[src/rtl/uart_rx_if.sv]
// Handshake bundle between the 16x-oversampled UART receiver and the core logic.
// The master side supplies the baud enable and serial line; the slave is the receiver.
interface uart_rx_if #(
  parameter int DATA_BIT = 8
);
  logic                sample_tick;
  logic                RxD;
  logic [DATA_BIT-1:0] data_out;
  logic                rx_done;
  logic                parity_err;
  logic                frame_err;
  logic                busy;

  modport master (
    output sample_tick, RxD,
    input  data_out, rx_done, parity_err, frame_err, busy
  );

  modport slave (
    input  sample_tick, RxD,
    output data_out, rx_done, parity_err, frame_err, busy
  );
endinterface

[src/rtl/uart_rx.sv]
// UART receiver: 16x oversampled, start-bit glitch rejection, optional even parity,
// 1 or 2 stop bits. Received word is held until the next rx_done strobe.
module uart_rx #(
  parameter int DATA_BIT       = 8,
  parameter int PARITY_ENABLED = 1,
  parameter int STOP_BIT       = 1
) (
  input  logic      clk,
  input  logic      reset,
  uart_rx_if.slave  bus
);

  typedef enum logic [2:0] {
    IDLE   = 3'd0,
    START  = 3'd1,
    DATA   = 3'd2,
    PARITY = 3'd3,
    STOP   = 3'd4
  } state_t;

  localparam logic [3:0] LAST_DATA = 4'(DATA_BIT - 1);
  localparam logic [3:0] LAST_STOP = 4'(STOP_BIT - 1);
  localparam logic [3:0] MID_TICK  = 4'd7;
  localparam logic [3:0] END_TICK  = 4'd15;

  state_t              r_state;
  logic                r_rx_meta;
  logic                r_rx_s;
  logic [3:0]          r_tick_cnt;
  logic [3:0]          r_bit_cnt;
  logic [DATA_BIT-1:0] r_shift;
  logic                r_perr;
  logic                r_ferr;
  logic [DATA_BIT-1:0] r_data_out;
  logic                r_rx_done;
  logic                r_parity_err;
  logic                r_frame_err;
  logic                r_busy;

  wire w_tick = bus.sample_tick;

  // Synchronizer resets to the idle line level so reset cannot fake a start edge.
  always_ff @(posedge clk) begin
    if (reset) begin
      r_rx_meta <= 1'b1;
      r_rx_s    <= 1'b1;
    end else begin
      r_rx_meta <= bus.RxD;
      r_rx_s    <= r_rx_meta;
    end
  end

  always_ff @(posedge clk) begin
    if (reset) begin
      r_state      <= IDLE;
      r_tick_cnt   <= '0;
      r_bit_cnt    <= '0;
      r_shift      <= '0;
      r_perr       <= 1'b0;
      r_ferr       <= 1'b0;
      r_data_out   <= '0;
      r_rx_done    <= 1'b0;
      r_parity_err <= 1'b0;
      r_frame_err  <= 1'b0;
      r_busy       <= 1'b0;
    end else begin
      r_rx_done <= 1'b0;
      if (w_tick) begin
        case (r_state)
          IDLE: begin
            r_tick_cnt <= '0;
            if (!r_rx_s) begin
              r_state <= START;
              r_busy  <= 1'b1;
              r_perr  <= 1'b0;
              r_ferr  <= 1'b0;
            end
          end

          START: begin
            if (r_tick_cnt == MID_TICK) begin
              r_tick_cnt <= '0;
              r_bit_cnt  <= '0;
              if (!r_rx_s) begin
                r_state <= DATA;
              end else begin
                r_state <= IDLE;
                r_busy  <= 1'b0;
              end
            end else begin
              r_tick_cnt <= r_tick_cnt + 4'd1;
            end
          end

          DATA: begin
            r_tick_cnt <= r_tick_cnt + 4'd1;
            if (r_tick_cnt == END_TICK) begin
              // LSB arrives first, so shifting in at the MSB leaves it at bit 0.
              r_shift <= {r_rx_s, r_shift[DATA_BIT-1:1]};
              if (r_bit_cnt == LAST_DATA) begin
                r_bit_cnt <= '0;
                r_state   <= (PARITY_ENABLED != 0) ? PARITY : STOP;
              end else begin
                r_bit_cnt <= r_bit_cnt + 4'd1;
              end
            end
          end

          PARITY: begin
            r_tick_cnt <= r_tick_cnt + 4'd1;
            if (r_tick_cnt == END_TICK) begin
              r_perr    <= ^{r_shift, r_rx_s};
              r_bit_cnt <= '0;
              r_state   <= STOP;
            end
          end

          STOP: begin
            r_tick_cnt <= r_tick_cnt + 4'd1;
            if (r_tick_cnt == END_TICK) begin
              r_ferr <= r_ferr | ~r_rx_s;
              if (r_bit_cnt == LAST_STOP) begin
                r_data_out   <= r_shift;
                r_parity_err <= r_perr;
                r_frame_err  <= r_ferr | ~r_rx_s;
                r_rx_done    <= 1'b1;
                r_busy       <= 1'b0;
                r_bit_cnt    <= '0;
                r_state      <= IDLE;
              end else begin
                r_bit_cnt <= r_bit_cnt + 4'd1;
              end
            end
          end

          default: begin
            r_state    <= IDLE;
            r_tick_cnt <= '0;
            r_bit_cnt  <= '0;
            r_busy     <= 1'b0;
          end
        endcase
      end
    end
  end

  assign bus.data_out   = r_data_out;
  assign bus.rx_done    = r_rx_done;
  assign bus.parity_err = r_parity_err;
  assign bus.frame_err  = r_frame_err;
  assign bus.busy       = r_busy;

endmodule

[src/flat_wrapper.sv]
// flat-port wrapper written by rule: the top's interface ports become plain ports
module uart_rx_flat 
#(
  parameter int DATA_BIT       = 8,
  parameter int PARITY_ENABLED = 1,
  parameter int STOP_BIT       = 1
)
  (clk, reset, bus_sample_tick, bus_RxD, bus_data_out, bus_rx_done, bus_parity_err, bus_frame_err, bus_busy);
  uart_rx_if #(.DATA_BIT(DATA_BIT)) bus_i ();
  input  logic clk;
  input  logic reset;
  input wire logic [$bits(bus_i.sample_tick)-1:0] bus_sample_tick;
  input wire logic [$bits(bus_i.RxD)-1:0] bus_RxD;
  output wire logic [$bits(bus_i.data_out)-1:0] bus_data_out;
  output wire logic [$bits(bus_i.rx_done)-1:0] bus_rx_done;
  output wire logic [$bits(bus_i.parity_err)-1:0] bus_parity_err;
  output wire logic [$bits(bus_i.frame_err)-1:0] bus_frame_err;
  output wire logic [$bits(bus_i.busy)-1:0] bus_busy;
  assign bus_i.sample_tick = bus_sample_tick;
  assign bus_i.RxD = bus_RxD;
  assign bus_data_out = bus_i.data_out;
  assign bus_rx_done = bus_i.rx_done;
  assign bus_parity_err = bus_i.parity_err;
  assign bus_frame_err = bus_i.frame_err;
  assign bus_busy = bus_i.busy;
  uart_rx #(.DATA_BIT(DATA_BIT), .PARITY_ENABLED(PARITY_ENABLED), .STOP_BIT(STOP_BIT)) u_core (.clk(clk), .reset(reset), .bus(bus_i));
endmodule
[config.mk]
export PLATFORM = sky130hd
export DESIGN_NAME = uart_rx_flat
export DESIGN_NICKNAME = d
export VERILOG_FILES = /design/src/rtl/uart_rx_if.sv /design/src/rtl/uart_rx.sv /design/src/flat_wrapper.sv
export SDC_FILE = /design/constraint.sdc
export NUM_CORES = 1
export LEC_CHECK = 0
export CAP_MARGIN = 10
export CORE_UTILIZATION = 40
export DETAILED_ROUTE_END_ITERATION = 10
export SLEW_MARGIN = 20
export SYNTH_ARGS = -nofsm -noshare
export SYNTH_HDL_FRONTEND = slang
export SYNTH_SLANG_ARGS = --single-unit
[constraint.sdc]
create_clock -name clk -period 2.35 [get_ports clk]
set_input_delay 0.3525 -clock clk [delete_from_list [all_inputs] [get_ports clk]]
set_output_delay 0.3525 -clock clk [all_outputs]
set_load 0.1 [all_outputs]
==> qor.yml, run 1 <==
clocking:
  numCtsBuffers: 5
  cts_num_sinks: 35
  root_buffer: "clkbuf_8"
  cts_resized: 0
  clk_latency_ps: 290
  cts_setup_buffers: 0
  htreeDepth: 2
  cts_tree: "done"
  ctsHoldBuffers: 0
  clock_path_buffers: 2
  path_clk_slew_ps: 70
cells_and_area:
  final_common_cell: "dfxtp_1"
  num_antenna_cells: 0
  final_cell_mix: "dfxtp_1, nor2_1, mux2i_1"
  fin_nets: 205
  final_cells: 248
  area_delta_synth_final_pct: 16.77
  drive_above_1_share_pct: 18.18
  fillers: 408
die:
  floorplan.initialDensity_pct: 41.68
  die_h_um: 66.79
  dieWidth_um: 66.79
  ioPinCount: 16
  fp.dieArea_mm2: 0.004461
  row_count: 23
  core_area_mm2: 0.004029
sta:
  period_share_pct: 87.42
  hold_viol: 0
  finalSetupViolCount: 0
  maxSlewHeadroom_pct: 60.92
  slew_viol_final: 0
  fin_crit_ps: 2054
  tns_ps: 0
  rsz0062_at_grt: "false"
  skew_ps: 4.458
  fmax_ghz: 0.4868
  max_slew.worst_pin.slew_ps: 585.4
critical_path:
  crit_start: "u_core.r_state[0]"
  reg2reg_from: "u_core.r_state[0]"
  required_ps: 2560
  setup.worst_path.end_class: "register"
  reg2regPathDepth: 5
  path_class: "register to register"
  worstSetupStartpointType: "register"
  worst-path-max-fanout: 14
  worstPathArrival_ps: 2260
global_route:
  grt_overflow: 0
  grt_first_pass_wirelength_mm: 5.526
  grt_max_degree: 22
  antenna_found_initial: 0
  grt_use_total_pct: 16.60
  grt_pass1_vias: 1218
drt:
  vias_per_cell: 5.310
  num_vias: 1317
  route.detailed.drc: 0
  first_pass_iters: 4
  totalWireLength_mm: 3.222
  ant_nets: 0
  wire_per_inst_um: 12.99
  drtIter0Drc: 92
job:
  max_cap_violations: 0
synthesis:
  syn_avg_cell_area_um2: 9.277
  synth_ff_type: "dfxtp_1"
  synth_area_mm2: 0.001679
  synthTopCellsByArea: "dfxtp_1, mux2i_1, nor2_1, xnor2_1, a21oi_1"
  synth_nets: 188
  synthArstFlopShare_pct: 0
  yosys.area.top_type: "dfxtp_1"
  yosysUniqueCellTypes: 44
  ys_seq_elements: 35
  syn_inst: 181
  yosysSeqAreaShare_pct: 41.73
  synth_top_area_share_pct: 41.73
  yosys_warnings: 0
  synth-edff-count: 0
power_and_ir_drop:
  vdd_drop_max_mv: 0.4141
  p_per_area_mw_per_mm2: 674.8
  p_leak_nw: 0.6689
worst_hold_path:
  hold_class: "register to register"
  hold_depth: 1
  min_from: "u_core.r_rx_meta"
place:
  portBuffers: 15
  post-place-cells: 241
  place.gp.congestion: 0.8140
  hpwl_mm: 2.265
status:
  status: "finished clean"
state kept, by name (all words and copies together) (netlist names), 3 cells and up:
signal and count:
u_core.bus.data_out 8, u_core.r_shift 8, u_core.r_bit_cnt 4, u_core.r_tick_cnt 4, u_core.r_state 3
metrics by stage:
| step | hold slack, ps | power (mW) | setup WS, ps | util, % | instance area [um2] |
|---|---|---|---|---|---|
| global route | 431.5 | 1.389 | 170.6 | 48.66 | 1961 |
| global placement | 393.2 | 0.8052 | 348.2 | 46.02 | 1854 |
| finish | 414.3 | 1.323 | 295.7 | 48.66 | 1961 |
| detailed placement | 401.4 | 0.8092 | 302.2 | 46.02 | 1854 |
| floorplan | 389.5 | 0.7762 | 479.3 | - | 1679 |
| CTS | 419.9 | 1.341 | 286.1 | 48.66 | 1961 |
worst max-delay path: stages, from the launching register on:
cell	delay [ps]
dfxtp_1	660
nor2_1	210
a221oi_2	380
o211ai_4	150
or3_4	370
o31ai_2	210
where the power goes:
group | leakage [nW] | switching [mW] | internal (mW)
combinational | 0.336 | 0.0989 | 0.0615
clock | 0.0502 | 0.218 | 0.310
sequential | 0.283 | 0.0304 | 0.605
area by class of cell:
class	instances	area [um2]	share of cell area, %
clock inverter	2	37.54	1.914
inverter	6	22.52	1.149
clock buffer	5	68.82	3.510
sequential	35	700.7	35.74
multi-input combinational	131	918.4	46.84
tap	50	62.56	3.191
timing repair buffer	19	150.1	7.658
final timing paths:
path                        end  slack, ps
setup / recovery  u_core.r_perr        300
hold / removal    u_core.r_rx_s        410
setup reg to reg  u_core.r_perr        300
hold reg to reg   u_core.r_rx_s        410
kinds of logic (layout without fill, tap and decap cells):
family | after synthesis | after routing | share of synthesized area [%]
and+or+nand+nor | 69 | 69 | 22.35
DFF | 35 | 35 | 41.73
AOI/OAI and AO/OA | 32 | 32 | 14.31
muxes | 18 | 18 | 10.80
buffers and inverters | 15 | 32 | 3.874
xor gates and xnor gates | 9 | 9 | 4.695
adders and majority gates | 3 | 3 | 2.236
cell usage after synthesis, drive strengths merged, types with 2 or more instances:
master and count:
a21oi 12, and3 2, nor3b 3, nand3 8
nand3b 4, mux2i 17, clkbuf 5, nor2 23
a211oi 2, xnor2 7, nand2 10, or3 3
xor2 2, ha 3, inv 6, nand2b 2
buf 4, nor3 4, a22oi 2, or2 2
nor2b 3, a31oi 2, dfxtp 35, o21ai 8
routing by layer:
layer | track usage, % | wire length (um) | up-vias
met5 | 0 | 0 | -
li1 | - | - | 669
met2 | 26.14 | 1528 | 24
met3 | 5.822 | 135 | 4
met4 | 6.117 | 24 | 0
met1 | 20.65 | 1533 | 620
Note: power is estimated with default switching activity, not from simulation.
==> run 2, diff against run 1 <==
Settings changed: CORE_ASPECT_RATIO from default to 0.75, CORE_UTILIZATION 40 to 50, PLACE_DENSITY from default to 0.71.
==> run 2 against run 1 <==
Non-clock buffer count rose by 1. Critical endpoint unchanged. Highest routed layer unchanged. Via count up 0.53%. Largest cell class unchanged. Critical path depth is 2 higher.
==> qor.yml, run 2 (synthesis gave the netlist of run 1 again) <==
clocking:
  clk_latency_ps: 280  # was 290 ps
  cts_num_sinks: 35  # unchanged
  cts_setup_buffers: 0  # unchanged
  root_buffer: "clkbuf_8"  # unchanged
  path_clk_slew_ps: 70  # about the same
  cts_tree: "done"  # unchanged
  cts_resized: 0  # unchanged
  clock_path_buffers: 2  # unchanged
  ctsHoldBuffers: 0  # unchanged
  numCtsBuffers: 5  # unchanged
  htreeDepth: 2  # unchanged
drt:
  num_vias: 1324  # was 1317
  drtIter0Drc: 81  # was 92
  vias_per_cell: 5.563  # was 5.310
  route.detailed.drc: 0  # unchanged
  ant_nets: 0  # unchanged
  totalWireLength_mm: 3.357  # was 3.222 mm
  wire_per_inst_um: 14.11  # was 12.99 um
  first_pass_iters: 4  # unchanged
sta:
  skew_ps: 10.34  # was 4.458 ps
  final.setup.worst_slack_ps: 341.8  # was 295.7 ps
  fin_crit_ps: 2008  # was 2054 ps
  slew_viol_final: 0  # unchanged
  rsz0062_at_grt: "false"  # unchanged
  whs_ps: 412.2  # was 414.3 ps
  fmax_ghz: 0.4979  # was 0.4868 GHz
  hold_viol: 0  # unchanged
  max_slew.worst_pin.slew_ps: 577.8  # was 585.4 ps
  maxSlewHeadroom_pct: 61.42  # was 60.92%
  period_share_pct: 85.46  # was 87.42%
  tns_ps: 0  # unchanged
  finalSetupViolCount: 0  # unchanged
cells_and_area:
  final_area_mm2: 0.001928  # was 0.001961 mm2
  fillers: 269  # was 408
  num_antenna_cells: 0  # unchanged
  fin_nets: 206  # was 205
  area_delta_synth_final_pct: 14.83  # was 16.77%
  final_cell_mix: "dfxtp_1, nor2_1, mux2i_1, buf_4, a21oi_1"  # was dfxtp_1, nor2_1, mux2i_1
  drive_above_1_share_pct: 18.00  # was 18.18%
  final_common_cell: "dfxtp_1"  # unchanged
critical_path:
  reg2regPathDepth: 7  # was 5
  worstSetupStartpointType: "register"  # unchanged
  max_stage_delay_ps: 420  # was 660 ps
  cp_slowest_cell: "or3b_4"  # was dfxtp_1
  rrSetupSlack_ps: 340  # was 300 ps
  path_cells: "inv_1, ha_1, or3b_4, a22oi_4, o211ai_4, or3_4, o31ai_2"  # was nor2_1, a221oi_2, o211ai_4, or3_4, o31ai_2
  worstPathArrival_ps: 2210  # was 2260 ps
  worst-path-max-fanout: 6  # was 14
  crit_path_end: "u_core.r_perr"  # unchanged
  setup.worst_path.end_class: "register"  # unchanged
  required_ps: 2550  # was 2560 ps
  crit_start: "u_core.r_bit_cnt[0]"  # was u_core.r_state[0]
  reg2reg_from: "u_core.r_bit_cnt[0]"  # was u_core.r_state[0]
  r2r-end: "u_core.r_perr"  # unchanged
  path_class: "register to register"  # unchanged
worst_hold_path:
  hold_class: "register to register"  # unchanged
die:
  dieWidth_um: 68.92  # was 66.79 um
  ioPinCount: 16  # unchanged
  die_h_um: 52.19  # was 66.79 um
  core_area_mm2: 0.003063  # was 0.004029 mm2
  fp.dieArea_mm2: 0.003596  # was 0.004461 mm2
  floorplan.initialDensity_pct: 54.82  # was 41.68%
  row_count: 17  # was 23
power_and_ir_drop:
  vdd_drop_max_mv: 0.4103  # was 0.4141 mV
  p_leak_nw: 0.6663  # was 0.6689 nW
  p_per_area_mw_per_mm2: 628.7  # was 674.8 mW/mm2
place:
  hpwl_mm: 2.485  # was 2.265 mm
  place_area_mm2: 0.001847  # was 0.001854 mm2
  portBuffers: 15  # unchanged
  place_ws_ps: 316.8  # was 302.2 ps
  place.gp.congestion: 0.8700  # was 0.8140
job:
  max_cap_violations: 0  # unchanged
global_route:
  grt_pass1_vias: 1207  # was 1218
  grt_use_total_pct: 21.74  # was 16.60%
  antenna_found_initial: 0  # unchanged
  grt_first_pass_wirelength_mm: 5.602  # was 5.526 mm
  grt_max_degree: 19  # was 22
  grt_overflow: 0  # unchanged
status:
  status: "finished clean"  # unchanged
[run 2: cell count changes in the layout (fill, tap and decap cells not counted), sizes merged]
cell,previous run,this run
bufinv,1,0
clkbuf,5,7
buf,16,17
clkinv,0,1
clkinvlp,1,0
[run 2: how the worst min path moves through the flow]
stage                     start       endpoint  slack [ps]  cells after the start
6_report       u_core.r_rx_meta  u_core.r_rx_s         410                      1
5_1_grt        u_core.r_rx_meta  u_core.r_rx_s         420                      1
4_1_cts        u_core.r_rx_meta  u_core.r_rx_s         420                      1
3_5_place_dp   u_core.r_rx_meta  u_core.r_rx_s         400                      1
3_3_place_gp   u_core.r_rx_meta  u_core.r_rx_s         400                      1
2_1_floorplan  u_core.r_rx_meta  u_core.r_rx_s         390                      1
[run 2: power by group]
| group | leakage, nW | switching, mW | internal [mW] | total (mW) |
|---|---|---|---|---|
| Sequential | 0.283 | 0.0219 | 0.605 | 0.627 |
| Combinational | 0.341 | 0.111 | 0.0653 | 0.176 |
| Clock | 0.0422 | 0.201 | 0.208 | 0.409 |
[run 2: layout make-up]
| cell class | count | area, um2 | share of cell area, % |
|---|---|---|---|
| multi-input cells | 131 | 918.4 | 47.63 |
| flip-flops and latches | 35 | 700.7 | 36.34 |
| repair buffers | 20 | 157.7 | 8.176 |
| clock buffers | 7 | 76.32 | 3.958 |
| well taps | 38 | 47.55 | 2.466 |
| inverters | 6 | 22.52 | 1.168 |
| clock inverters | 1 | 5.005 | 0.2596 |
[run 2: layer usage]
| layer | global-route usage (%) | up-vias | part of all wire [%] |
|---|---|---|---|
| li1 | - | 671 | - |
| met1 | 30.72 | 629 | 52 |
| met2 | 31.72 | 22 | 44 |
| met3 | 5.870 | 2 | 3.4 |
| met4 | 7.143 | 0 | 0.42 |
| met5 | 0 | - | 0 |
[run 2: worst max-delay path: cells and delay by family (launching register included)]
family | cells | cell delay (ps)
and+or+nand+nor | 2 | 780
buffers and inverters | 1 | 70
AOI/OAI and AO/OA | 3 | 610
adders and majority gates | 1 | 130
DFF | 1 | 350
[run 2: stage by stage]
step           utilization (%)  cells  power (mW)
2_1_floorplan                -    181      0.7762
3_3_place_gp             60.29    230      0.8089
3_5_place_dp             60.29    230      0.8142
4_1_cts                  62.95    238       1.223
5_1_grt                  62.95    238       1.269
6_report                 62.95    238       1.212
==> run 3, diff against run 2 <==
Settings changed: CORE_UTILIZATION 50 to 56, PLACE_DENSITY 0.71 to 0.78.
==> run 3 against run 2 <==
Global-route usage grew 2.7 points. Power shrank 0.67%. Via count grew 0.68%. Core utilization grew 7.5 points. Clock power shrank 3%. Clock skew shrank 6.9 ps. Maximum frequency shrank 3.3%. Sequential power grew 1%. Final area shrank 0.58%. Non-clock buffer count is the same. Sequential cell count is the same. Largest power group unchanged.
==> qor.yml, run 3 (synthesis gave the netlist of run 1 again) <==
cells_and_area:
  fillers: 226  # was 269
  area_delta_synth_final_pct: 14.16  # was 14.83%
  final_cell_mix: "dfxtp_1, nor2_1, mux2i_1, buf_4, a21oi_1"  # unchanged
  num_antenna_cells: 0  # unchanged
  final_common_cell: "dfxtp_1"  # unchanged
  final_cells: 234  # was 238
  final_core_utilization_pct: 70.40  # was 62.95%
  fin_nets: 206  # unchanged
  final_area_mm2: 0.001917  # was 0.001928 mm2
  drive_above_1_share_pct: 17.68  # was 18.00%
critical_path:
  path_class: "register to register"  # unchanged
  worstSetupStartpointType: "register"  # unchanged
  r2r-end: "u_core.r_bit_cnt[3]"  # was u_core.r_perr
  reg2reg_from: "u_core.r_tick_cnt[0]"  # was u_core.r_bit_cnt[0]
  worst-path-max-fanout: 7  # was 6
  setup.worst_path.end_class: "register"  # unchanged
  reg2regPathDepth: 6  # was 7
  rrSetupSlack_ps: 270  # was 340 ps
  required_ps: 2570  # was 2550 ps
  worstPathArrival_ps: 2290  # was 2210 ps
sta:
  final.setup.worst_slack_ps: 273.0  # was 341.8 ps
  skew_ps: 3.413  # was 10.34 ps
  slew_viol_final: 0  # unchanged
  hold_viol: 0  # unchanged
  tns_ps: 0  # unchanged
  maxSlewHeadroom_pct: 59.98  # was 61.42%
  rsz0062_at_grt: "false"  # unchanged
  whs_ps: 408.2  # was 412.2 ps
  period_share_pct: 88.38  # was 85.46%
  finalSetupViolCount: 0  # unchanged
  fin_crit_ps: 2077  # was 2008 ps
  fmax_ghz: 0.4815  # was 0.4979 GHz
  max_slew.worst_pin.slew_ps: 592.8  # was 577.8 ps
drt:
  first_pass_iters: 4  # unchanged
  totalWireLength_mm: 3.473  # was 3.357 mm
  drtIter0Drc: 89  # was 81
  route.detailed.drc: 0  # unchanged
  vias_per_cell: 5.697  # was 5.563
  wire_per_inst_um: 14.84  # was 14.11 um
  ant_nets: 0  # unchanged
  num_vias: 1333  # was 1324
clocking:
  cts_num_sinks: 35  # unchanged
  clock_path_buffers: 2  # unchanged
  root_buffer: "clkbuf_8"  # unchanged
  clk_latency_ps: 280  # about the same
  cts_setup_buffers: 0  # unchanged
  cts_tree: "done"  # unchanged
  numCtsBuffers: 5  # unchanged
  cts_resized: 0  # unchanged
  path_clk_slew_ps: 70  # about the same
  htreeDepth: 2  # unchanged
  ctsHoldBuffers: 0  # unchanged
place:
  place_ws_ps: 286.4  # was 316.8 ps
  portBuffers: 15  # unchanged
  place.gp.congestion: 0.8610  # was 0.8700
  place_area_mm2: 0.001844  # was 0.001847 mm2
  post-place-cells: 228  # was 230
  hpwl_mm: 2.450  # was 2.485 mm
global_route:
  grt_max_degree: 17  # was 19
  grt_pass1_vias: 1279  # was 1207
  grt_first_pass_wirelength_mm: 5.809  # was 5.602 mm
  antenna_found_initial: 0  # unchanged
  grt_use_total_pct: 24.42  # was 21.74%
  grt_overflow: 0  # unchanged
status:
  status: "finished clean"  # unchanged
die:
  fp.dieArea_mm2: 0.003224  # was 0.003596 mm2
  core_area_mm2: 0.002723  # was 0.003063 mm2
  dieWidth_um: 65.23  # was 68.92 um
  floorplan.initialDensity_pct: 61.67  # was 54.82%
  row_count: 16  # was 17
  die_h_um: 49.42  # was 52.19 um
  ioPinCount: 16  # unchanged
power_and_ir_drop:
  p_leak_nw: 0.6612  # was 0.6663 nW
  p_per_area_mw_per_mm2: 628.2  # was 628.7 mW/mm2
  total_power_mw: 1.204  # was 1.212 mW
  vdd_drop_max_mv: 0.4016  # was 0.4103 mV
worst_hold_path:
  hold_class: "register to register"  # unchanged
  holdPathEnd: "u_core.r_rx_s"  # unchanged
  min_from: "u_core.r_rx_meta"  # unchanged
  hold_depth: 1  # unchanged
job:
  max_cap_violations: 0  # unchanged
run 3: per-layer routing:
layer	routed length [um]	GRT usage (%)
met5	0	0
met4	53	9.420
met3	217	7.944
met2	1506	35.91
met1	1695	32.99
run 3: area by class of cell:
class	instances	area [um2]	area share (%)
tap	36	45.04	2.350
sequential	35	700.7	36.55
clock buffer	6	72.57	3.786
inverter	6	22.52	1.175
timing repair buffer	20	157.7	8.225
multi-input combinational	131	918.4	47.91
run 3: report_power, final:
group	switching, mW	internal [mW]	leakage, nW	total [mW]
sequential	0.0280	0.605	0.283	0.633
combinational	0.110	0.0655	0.341	0.176
clock	0.198	0.197	0.0371	0.395
run 3: worst max-delay path by stage:
stage | start | to | slack, ps | cells past startpoint
finish | u_core.r_tick_cnt[0] | u_core.r_bit_cnt[3] | 270 | 6
global route | u_core.r_state[2] | u_core.r_bit_cnt[3] | 140 | 5
floorplan | u_core.r_bit_cnt[0] | u_core.r_perr | 480 | 7
CTS | u_core.r_tick_cnt[0] | u_core.r_bit_cnt[3] | 300 | 6
global placement | bus_sample_tick | u_core.r_perr | 370 | 6
detailed placement | bus_sample_tick | u_core.r_perr | 290 | 6
run 3: critical path, cell delays in order (launching register included):
cell	delay (ps)
dfxtp_1	380
ha_1	270
nand3_1	160
a22oi_2	320
o21ai_2	160
or4_1	560
a21oi_1	160
